$ cat config.mk
export PLATFORM = sky130hd
export DESIGN_NAME = pingpong_conv_reader
export DESIGN_NICKNAME = d
export VERILOG_FILES = /design/src/rtl/pingpong_conv_reader.sv
export SDC_FILE = /design/constraint.sdc
export NUM_CORES = 1
export LEC_CHECK = 0
export BUFFER_PORTS_ARGS = -buffer_cell sky130_fd_sc_hd__clkbuf_2
export CAP_MARGIN = 20
export CORE_AREA = 2 2 134 97
export DETAILED_ROUTE_END_ITERATION = 6
export DIE_AREA = 0 0 136 99
export SYNTH_ARGS = -nofsm -noshare
export SYNTH_HDL_FRONTEND = slang
export SYNTH_SLANG_ARGS = --single-unit
$ cat constraint.sdc
create_clock -name i_clk -period 9.4 [get_ports i_clk]
set_clock_uncertainty 0.2 [all_clocks]
set_input_delay 1.88 -clock i_clk [delete_from_list [all_inputs] [get_ports i_clk]]
set_output_delay 1.88 -clock i_clk [all_outputs]
set_load 0.02 [all_outputs]
$ cat src/rtl/pingpong_conv_reader.sv
// Purpose: read-side master of the ping-pong feature buffer; sweeps every KxK window in raster order to the PE array.
// Latency: address issued at cycle t, buffer data at t+1, registered beat on o_win_data at t+2 when unstalled.
// Backpressure: valid/ready toward the PE array; a 1-entry skid absorbs the in-flight read and address issue pauses when full.
module pingpong_conv_reader #(
    parameter int DATA_W = 8,
    parameter int ADDR_W = 16,
    parameter int IMG_W  = 4,
    parameter int IMG_H  = 4,
    parameter int K      = 3,
    parameter int STRIDE = 1
) (
    input  logic              i_clk,
    input  logic              i_rst,
    input  logic              i_en,
    input  logic              i_pl_buffer_ready,
    output logic [ADDR_W-1:0] o_conv_addr,
    input  logic [DATA_W-1:0] i_conv_dout,
    output logic              o_switch_pingpong,
    output logic [DATA_W-1:0] o_win_data,
    output logic              o_win_vld,
    input  logic              i_pe_ready,
    output logic              o_win_last,
    output logic              o_frame_done
);

    localparam int OUT_W = (IMG_W - K) / STRIDE + 1;
    localparam int OUT_H = (IMG_H - K) / STRIDE + 1;

    localparam logic [ADDR_W-1:0] KM1   = ADDR_W'(K - 1);
    localparam logic [ADDR_W-1:0] OWM1  = ADDR_W'(OUT_W - 1);
    localparam logic [ADDR_W-1:0] OHM1  = ADDR_W'(OUT_H - 1);
    localparam logic [ADDR_W-1:0] STR_A = ADDR_W'(STRIDE);
    localparam logic [ADDR_W-1:0] IMW_A = ADDR_W'(IMG_W);

    typedef enum logic [2:0] {
        S_IDLE,
        S_WAIT_BUF,
        S_READ,
        S_DRAIN,
        S_SWITCH
    } state_t;

    state_t state_q;
    logic   switch_q;

    // window position counters, innermost kx
    logic [ADDR_W-1:0] kx_q, ky_q, ox_q, oy_q;

    // read pipeline: in-flight marker, skid entry, output register
    logic              inflight_q, inflight_last_q;
    logic              skid_vld_q, skid_last_q;
    logic [DATA_W-1:0] skid_dat_q;
    logic              out_vld_q, out_last_q;
    logic [DATA_W-1:0] out_dat_q;

    logic       win_last_w, frame_last_w, accept_w, room_w, issue_w;
    logic [1:0] occ_w;

    // Issue control: a new read must still find a slot two cycles later even if nothing drains,
    // so we count every beat already owed to the output register / skid pair.
    always_comb begin
        win_last_w   = (kx_q == KM1) && (ky_q == KM1);
        frame_last_w = win_last_w && (ox_q == OWM1) && (oy_q == OHM1);
        accept_w     = out_vld_q && i_pe_ready;
        occ_w        = {1'b0, out_vld_q} + {1'b0, skid_vld_q} + {1'b0, inflight_q};
        room_w       = (occ_w <= 2'd1) || (accept_w && (occ_w == 2'd2));
        issue_w      = (state_q == S_READ) && room_w;
    end

    // Buffer address of the current window pixel; stays put while issue is paused.
    always_comb begin
        o_conv_addr = '0;
        o_conv_addr = (oy_q * STR_A + ky_q) * IMW_A + (ox_q * STR_A + kx_q);
    end

    // Frame sequencing FSM with registered bank-switch / frame-done pulse.
    always_ff @(posedge i_clk) begin
        if (i_rst) begin
            state_q  <= S_IDLE;
            switch_q <= 1'b0;
        end else begin
            switch_q <= 1'b0;
            case (state_q)
                S_IDLE: begin
                    if (i_en) state_q <= S_WAIT_BUF;
                end
                S_WAIT_BUF: begin
                    if (i_pl_buffer_ready) state_q <= S_READ;
                end
                S_READ: begin
                    if (issue_w && frame_last_w) state_q <= S_DRAIN;
                end
                S_DRAIN: begin
                    // only the final beat can be left once nothing is in flight or parked
                    if (accept_w && !skid_vld_q && !inflight_q) begin
                        state_q  <= S_SWITCH;
                        switch_q <= 1'b1;
                    end
                end
                S_SWITCH: begin
                    state_q <= i_en ? S_WAIT_BUF : S_IDLE;
                end
                default: state_q <= S_IDLE;
            endcase
        end
    end

    // Window counters advance once per issued address and wrap back to 0 after the last window.
    always_ff @(posedge i_clk) begin
        if (i_rst) begin
            kx_q <= '0;
            ky_q <= '0;
            ox_q <= '0;
            oy_q <= '0;
        end else if (issue_w) begin
            if (kx_q != KM1) begin
                kx_q <= kx_q + 1'b1;
            end else begin
                kx_q <= '0;
                if (ky_q != KM1) begin
                    ky_q <= ky_q + 1'b1;
                end else begin
                    ky_q <= '0;
                    if (ox_q != OWM1) begin
                        ox_q <= ox_q + 1'b1;
                    end else begin
                        ox_q <= '0;
                        oy_q <= (oy_q != OHM1) ? oy_q + 1'b1 : '0;
                    end
                end
            end
        end
    end

    // Data pipeline: buffer data lands in the output register, or in the skid entry when stalled;
    // the skid entry always drains first so beat order is preserved.
    always_ff @(posedge i_clk) begin
        if (i_rst) begin
            inflight_q      <= 1'b0;
            inflight_last_q <= 1'b0;
            skid_vld_q      <= 1'b0;
            skid_last_q     <= 1'b0;
            skid_dat_q      <= '0;
            out_vld_q       <= 1'b0;
            out_last_q      <= 1'b0;
            out_dat_q       <= '0;
        end else begin
            inflight_q      <= issue_w;
            inflight_last_q <= issue_w && win_last_w;
            if (!out_vld_q || accept_w) begin
                if (skid_vld_q) begin
                    out_vld_q   <= 1'b1;
                    out_dat_q   <= skid_dat_q;
                    out_last_q  <= skid_last_q;
                    skid_vld_q  <= inflight_q;
                    skid_dat_q  <= i_conv_dout;
                    skid_last_q <= inflight_q && inflight_last_q;
                end else begin
                    out_vld_q  <= inflight_q;
                    out_last_q <= inflight_q && inflight_last_q;
                    if (inflight_q) out_dat_q <= i_conv_dout;
                end
            end else if (inflight_q) begin
                skid_vld_q  <= 1'b1;
                skid_dat_q  <= i_conv_dout;
                skid_last_q <= inflight_last_q;
            end
        end
    end

    assign o_win_vld         = out_vld_q;
    assign o_win_data        = out_dat_q;
    assign o_win_last        = out_last_q;
    assign o_switch_pingpong = switch_q;
    assign o_frame_done      = switch_q;

endmodule
## Word-level counts from Yosys, hierarchy flattened

Cells that the tools add are included.

- Logic and storage cells: 95
- Output and inout bits: 28
- Input bits: 13
- Bits in registers: 90

- $lt $le $gt $ge: 1
- Reduce and logical (&&, ||, !) cells: 26
- Bitwise logic cells: 4
- Multiplexer cells: 23
- Eq/ne operators: 18
- Add/sub/neg operators: 9

Operators with widths:

| cell | count |
|---|---|
| adder 16 x 1 -> 16 bit, second input constant | 4 |
| 2-to-1 mux 16 bit | 4 |
| adder 16 bit | 2 |
| == test 16 x 1 -> 1 bit, second input constant | 2 |
| == test 16 x 2 -> 1 bit, second input constant | 2 |
| 2-to-1 mux 8 bit | 4 |
| != test 16 x 1 -> 1 bit, second input constant | 2 |
| != test 16 x 2 -> 1 bit, second input constant | 2 |
| case mux 3 bit (5 select lines) | 1 |
| adder 14 bit | 1 |
| 2-to-1 mux 3 bit | 4 |
| logical AND 1 bit | 11 |
| 2-to-1 mux 1 bit | 10 |
| != test 2 bit, second input constant | 4 |
| AND reduction 4 bit | 2 |
| == test 3 x 2 -> 1 bit, second input constant | 2 |
| AND reduction 2 bit | 3 |
| inverter 1 bit | 4 |
| nonzero test 2 bit | 2 |
| == test 3 x 1 -> 1 bit, second input constant | 1 |
| == test 3 bit, second input constant | 1 |
| logical NOT 1 bit | 3 |
| logical NOT 3 bit | 1 |
| AND reduction 3 bit | 1 |
| other kinds (7) | 8 |

## Longest topological paths before layout

- Depth in word-level cells: 9
- Gate-level depth with buffers: 17
- Depth with buffers taken out: 17

## Worst setup path before layout

No wires, ideal clock.

- Path kind: flip-flop to output port
- From: register ky_q[0]
- To: output o_conv_addr[15]
- Required time: 7.320 ns
- Data arrival time: 4.032 ns
- Path buffers: 0
- Cell stages (with the launch flop): 18
- Path slack: 3.288 ns
- Cells stage by stage: dfxtp_1 -> ha_1 -> fa_1 -> a21o_1 -> a21oi_1 -> o21ai_0 -> a31o_2 -> a2111oi_0 -> o21bai_1 -> xnor2_1 -> fa_1 -> xor2_1 -> xnor2_1 -> xnor2_1 -> or3_1 -> mux2i_1 -> a221oi_1 -> xnor2_1

- Cells in the longest elaborated chain, start to end: 2

Ends and longest elaborated chain:

| element | line | RTL |
|---|---|---|
| from (decl) | 47 | `logic [ADDR_W-1:0] kx_q, ky_q, ox_q, oy_q;` |
| from (signal assigned) | 121 | `ky_q <= ky_q + 1'b1;` |
| adder 14 bit | 73 | `o_conv_addr = (oy_q * STR_A + ky_q) * IMW_A + (ox_q * STR_A + kx_q);` |
| adder 16 bit | 73 |  |
| to (decl) | 16 | `output logic [ADDR_W-1:0] o_conv_addr,` |

Every way passes these cells.

## Worst setup path in the final report

Same ends and word-level chain as after synthesis.

==> summary.txt <==
Placement
  – Placed insts: ~830
  – Final Wtd Congestion: ~0.85
  – PortBufs: 40
  – HPWL Detailed: approximately 9600 um

Clock network
  – TritonCTS Sinks: 90
  – CTS Buffer Depth: 2
  – Clock Pin Slew Worst Setup and Hold Paths: 0.07 ns
  – CTS hold repair buffers: 0
  – CTS Root Cell: clkbuf_16
  – CTS H-tree lvls: 3
  – Clock buffer count from CTS: 9
  – Clk_lat worst skew: around 0.35 ns
  – Post-CTS sizing: 0
  – CTS tree: yes
  – Setup bufs post-CTS: 0

Floorplanning
  – Placement Rows: 34
  – Die Width: approximately 140 um
  – Die H: ~99 um
  – I/O Pins: 41
  – Initial core utilization: 0.459
  – Die Footprint: between 10000 and 15000 sq um
  – Area of the core: approximately 12000 sq um

Setup path
  – Critical Path End: o_conv_addr[15]
  – CP endpoint kind: primary output
  – Worst Path Required: around 7.3 ns
  – Critical path class: flop to primary output
  – CP startpoint: ky_q[0]
  – CP Launch Type: flop
  – Worst reg2reg endpoint: oy_q[9]
  – WP data arrival: roughly 4.7 ns
  – FF-to-FF setup slack: between 5 and 6 ns
  – R2r worst-path depth: 8
  – Worst Path Max Fanout: 7
  – Crit Reg-Reg Startpoint: skid_vld_q

Detailed routing
  – Vias post-DR: around 4600
  – DRC: 0
  – 1st-iter DRT viols: 269
  – Final ANT Viol Nets: 0
  – Total Wirelength: about 13000 um
  – 1st-pass router iterations: 5
  – Routed len/inst: around 15 um
  – Via density: between 5 and 6

Timing
  – Setup TNS: 0 ns
  – Slew Limit Fails: 0
  – Fin crit share: 0.719
  – FMAX: roughly 150 MHz
  – Fin. Hold Viols: 0
  – RSZ-0062 raised after global routing: false
  – Clock period minus worst slack: 6.76 ns
  – # setup viols final: 0
  – Max transition margin: 0.356
  – Worst Tran Pin Value: roughly 0.96 ns

Global route
  – Met1 Usage GRT: 0.303
  – Met3 usage: 0.0386
  – Total GRT Usage: 0.196
  – First-pass GRT wire length: ~21000 um
  – Global routing's busiest layer: met1
  – Grt met2 use: 0.277
  – Vias in the first global route: ~4200
  – Global route overflow: 0
  – Initial antenna violation count: 0
  – Pin count of the biggest net entering global routing: 33

Synthesis
  – Number of flops mapped to enable cells by yosys: 0
  – Synth unique cells: 50
  – Sequential-to-total area share from yosys stat: 0.322
  – FFs w/ async S/R, synth: 0
  – Synth area leader: dfxtp_1
  – Commonest cells in the netlist: nor2_1 (92), dfxtp_1 (90), xnor2_1 (43)
  – Most numerous cell in the Yosys netlist: nor2_1
  – Syn Std Cell Area: 5590 sq um
  – Post-synthesis register bit count: 90
  – Synth Area per Inst: roughly 8.6 sq um
  – Yosys warning count: 0
  – Top_reg_cell synth: dfxtp_1
  – Post-synth net total: 713
  – Post-synth top area share: 0.322
  – Synth area leaders: dfxtp_1 (32%), ha_1 (8.3%), xnor2_1 (6.7%)
  – Mapped Cells: roughly 650

Layout
  – Nets@finish: about 750
  – Share of cells above drive strength 1: 0.103
  – Post-Layout Cell Count: 849
  – Layout area overhead: 11.5%
  – Antenna diodes: 0
  – Fill cells: roughly 1200

Run
  – Maxcap violations: 0

Pwr
  – Lkg Pwr: about 2.6 nW
  – Max IR drop VDD: just over 90 uV
  – Pwr/cell area: between 100 and 150 nW/um^2

Outcome
  – Status: complete, no violations

Hold path
  – Hold Path Class: flop to flop
  – Hold Path Depth: 2
[area by class of cell]
cell class / count / area [sq um] / area share
Tap cell: 162 / 203 / 0.0325
Timing Repair Buffer: 41 / 208 / 0.0333
Multi-Input combinational cell: 502 / 3570 / 0.573
Clock buffer: 10 / 229 / 0.0367
Inverter: 38 / 143 / 0.0229
Clock inverter: 6 / 73.8 / 0.0118
Sequential cell: 90 / 1800 / 0.289
[state kept, by name (all words and copies together), names as in the netlist]
name,cells
o_win_vld,1
inflight_q,1
state_q,3
o_frame_done,1
skid_vld_q,1
ox_q,16
skid_last_q,1
inflight_last_q,1
ky_q,16
oy_q,16
skid_dat_q,8
o_win_data,8
o_win_last,1
kx_q,16
[per-stage QoR]
stage	utilization	hold slack [ns]	total power, mW	worst slack, ns	instance area (sq um)
floorplan	-	0.255	0.422	3.29	5590
global placement	0.487	0.270	0.432	3.07	5930
detailed placement	0.487	0.281	0.433	3.02	5930
CTS	0.512	0.298	0.805	2.63	6230
global route	0.512	0.319	0.827	2.36	6230
finish	0.512	0.294	0.797	2.64	6230
[worst min-delay path by stage]
stage	start	endpoint	slack, ns
finish	skid_last_q	skid_last_q	0.29
global route	o_win_last	o_win_last	0.32
CTS	skid_last_q	skid_last_q	0.30
detailed placement	skid_last_q	skid_last_q	0.28
global placement	skid_last_q	skid_last_q	0.27
floorplan	skid_last_q	skid_last_q	0.25
[placed cells by master, fill, tap and decap left out, drive strengths merged, types with 8 or more instances in the layout]
cell / instances
a211oi: 14
nor4: 18
nor3: 18
nand3: 13
o21a: 9
o21ai: 26
a21oi: 28
nand2: 40
nor2: 93
nand4: 20
ha: 37
dfxtp: 90
xnor2: 43
mux2i: 21
or3: 14
and3: 12
inv: 40
a21o: 8
clkbuf: 50
xor2: 31
fa: 16
[metal layers]
layer	vias up	part of all wire	routed length, um
met5	-	0	0
met3	15	0.046	574
met1	2149	0.54	6790
met2	98	0.40	5050
met4	0	0.012	153
li1	2329	-	-
[critical path, cell delays in order (launching register included)]
cell and delay (ns):
dfxtp_1 0.38, ha_1 0.25, fa_1 0.40, a21o_1 0.17, a21oi_1 0.21, o21ai_0 0.14
a31o_2 0.29, a2111oi_0 0.40, o21bai_1 0.15, xnor2_1 0.15, fa_1 0.37, xor2_1 0.16
xnor2_1 0.15, xnor2_1 0.27, or3_1 0.15, mux2i_1 0.06, a221oi_1 0.28, xnor2_1 0.16
clkbuf_2 0.19
[logic make-up (layout without fill, tap and decap cells)]
logic type      count (synthesis)  count (layout)  share of synthesized area
compound gates                100             100                      0.110
xor+xnor                       74              74                      0.116
fa+ha+maj                      53              53                      0.140
buf+inv                        55              95                     0.0381
flops                          90              90                      0.322
mux                            21              21                     0.0376
simple gates                  254             254                      0.236
[power by group]
| part | leakage (nW) | total [mW] | internal [mW] | switching [mW] |
|---|---|---|---|---|
| registers | 0.726 | 0.390 | 0.385 | 0.00455 |
| clock network | 0.141 | 0.373 | 0.210 | 0.163 |
| logic | 1.75 | 0.0343 | 0.0119 | 0.0225 |
| total | 2.62 | 0.797 | 0.607 | 0.190 |
No activity file was read; power rests on OpenSTA's default activity.
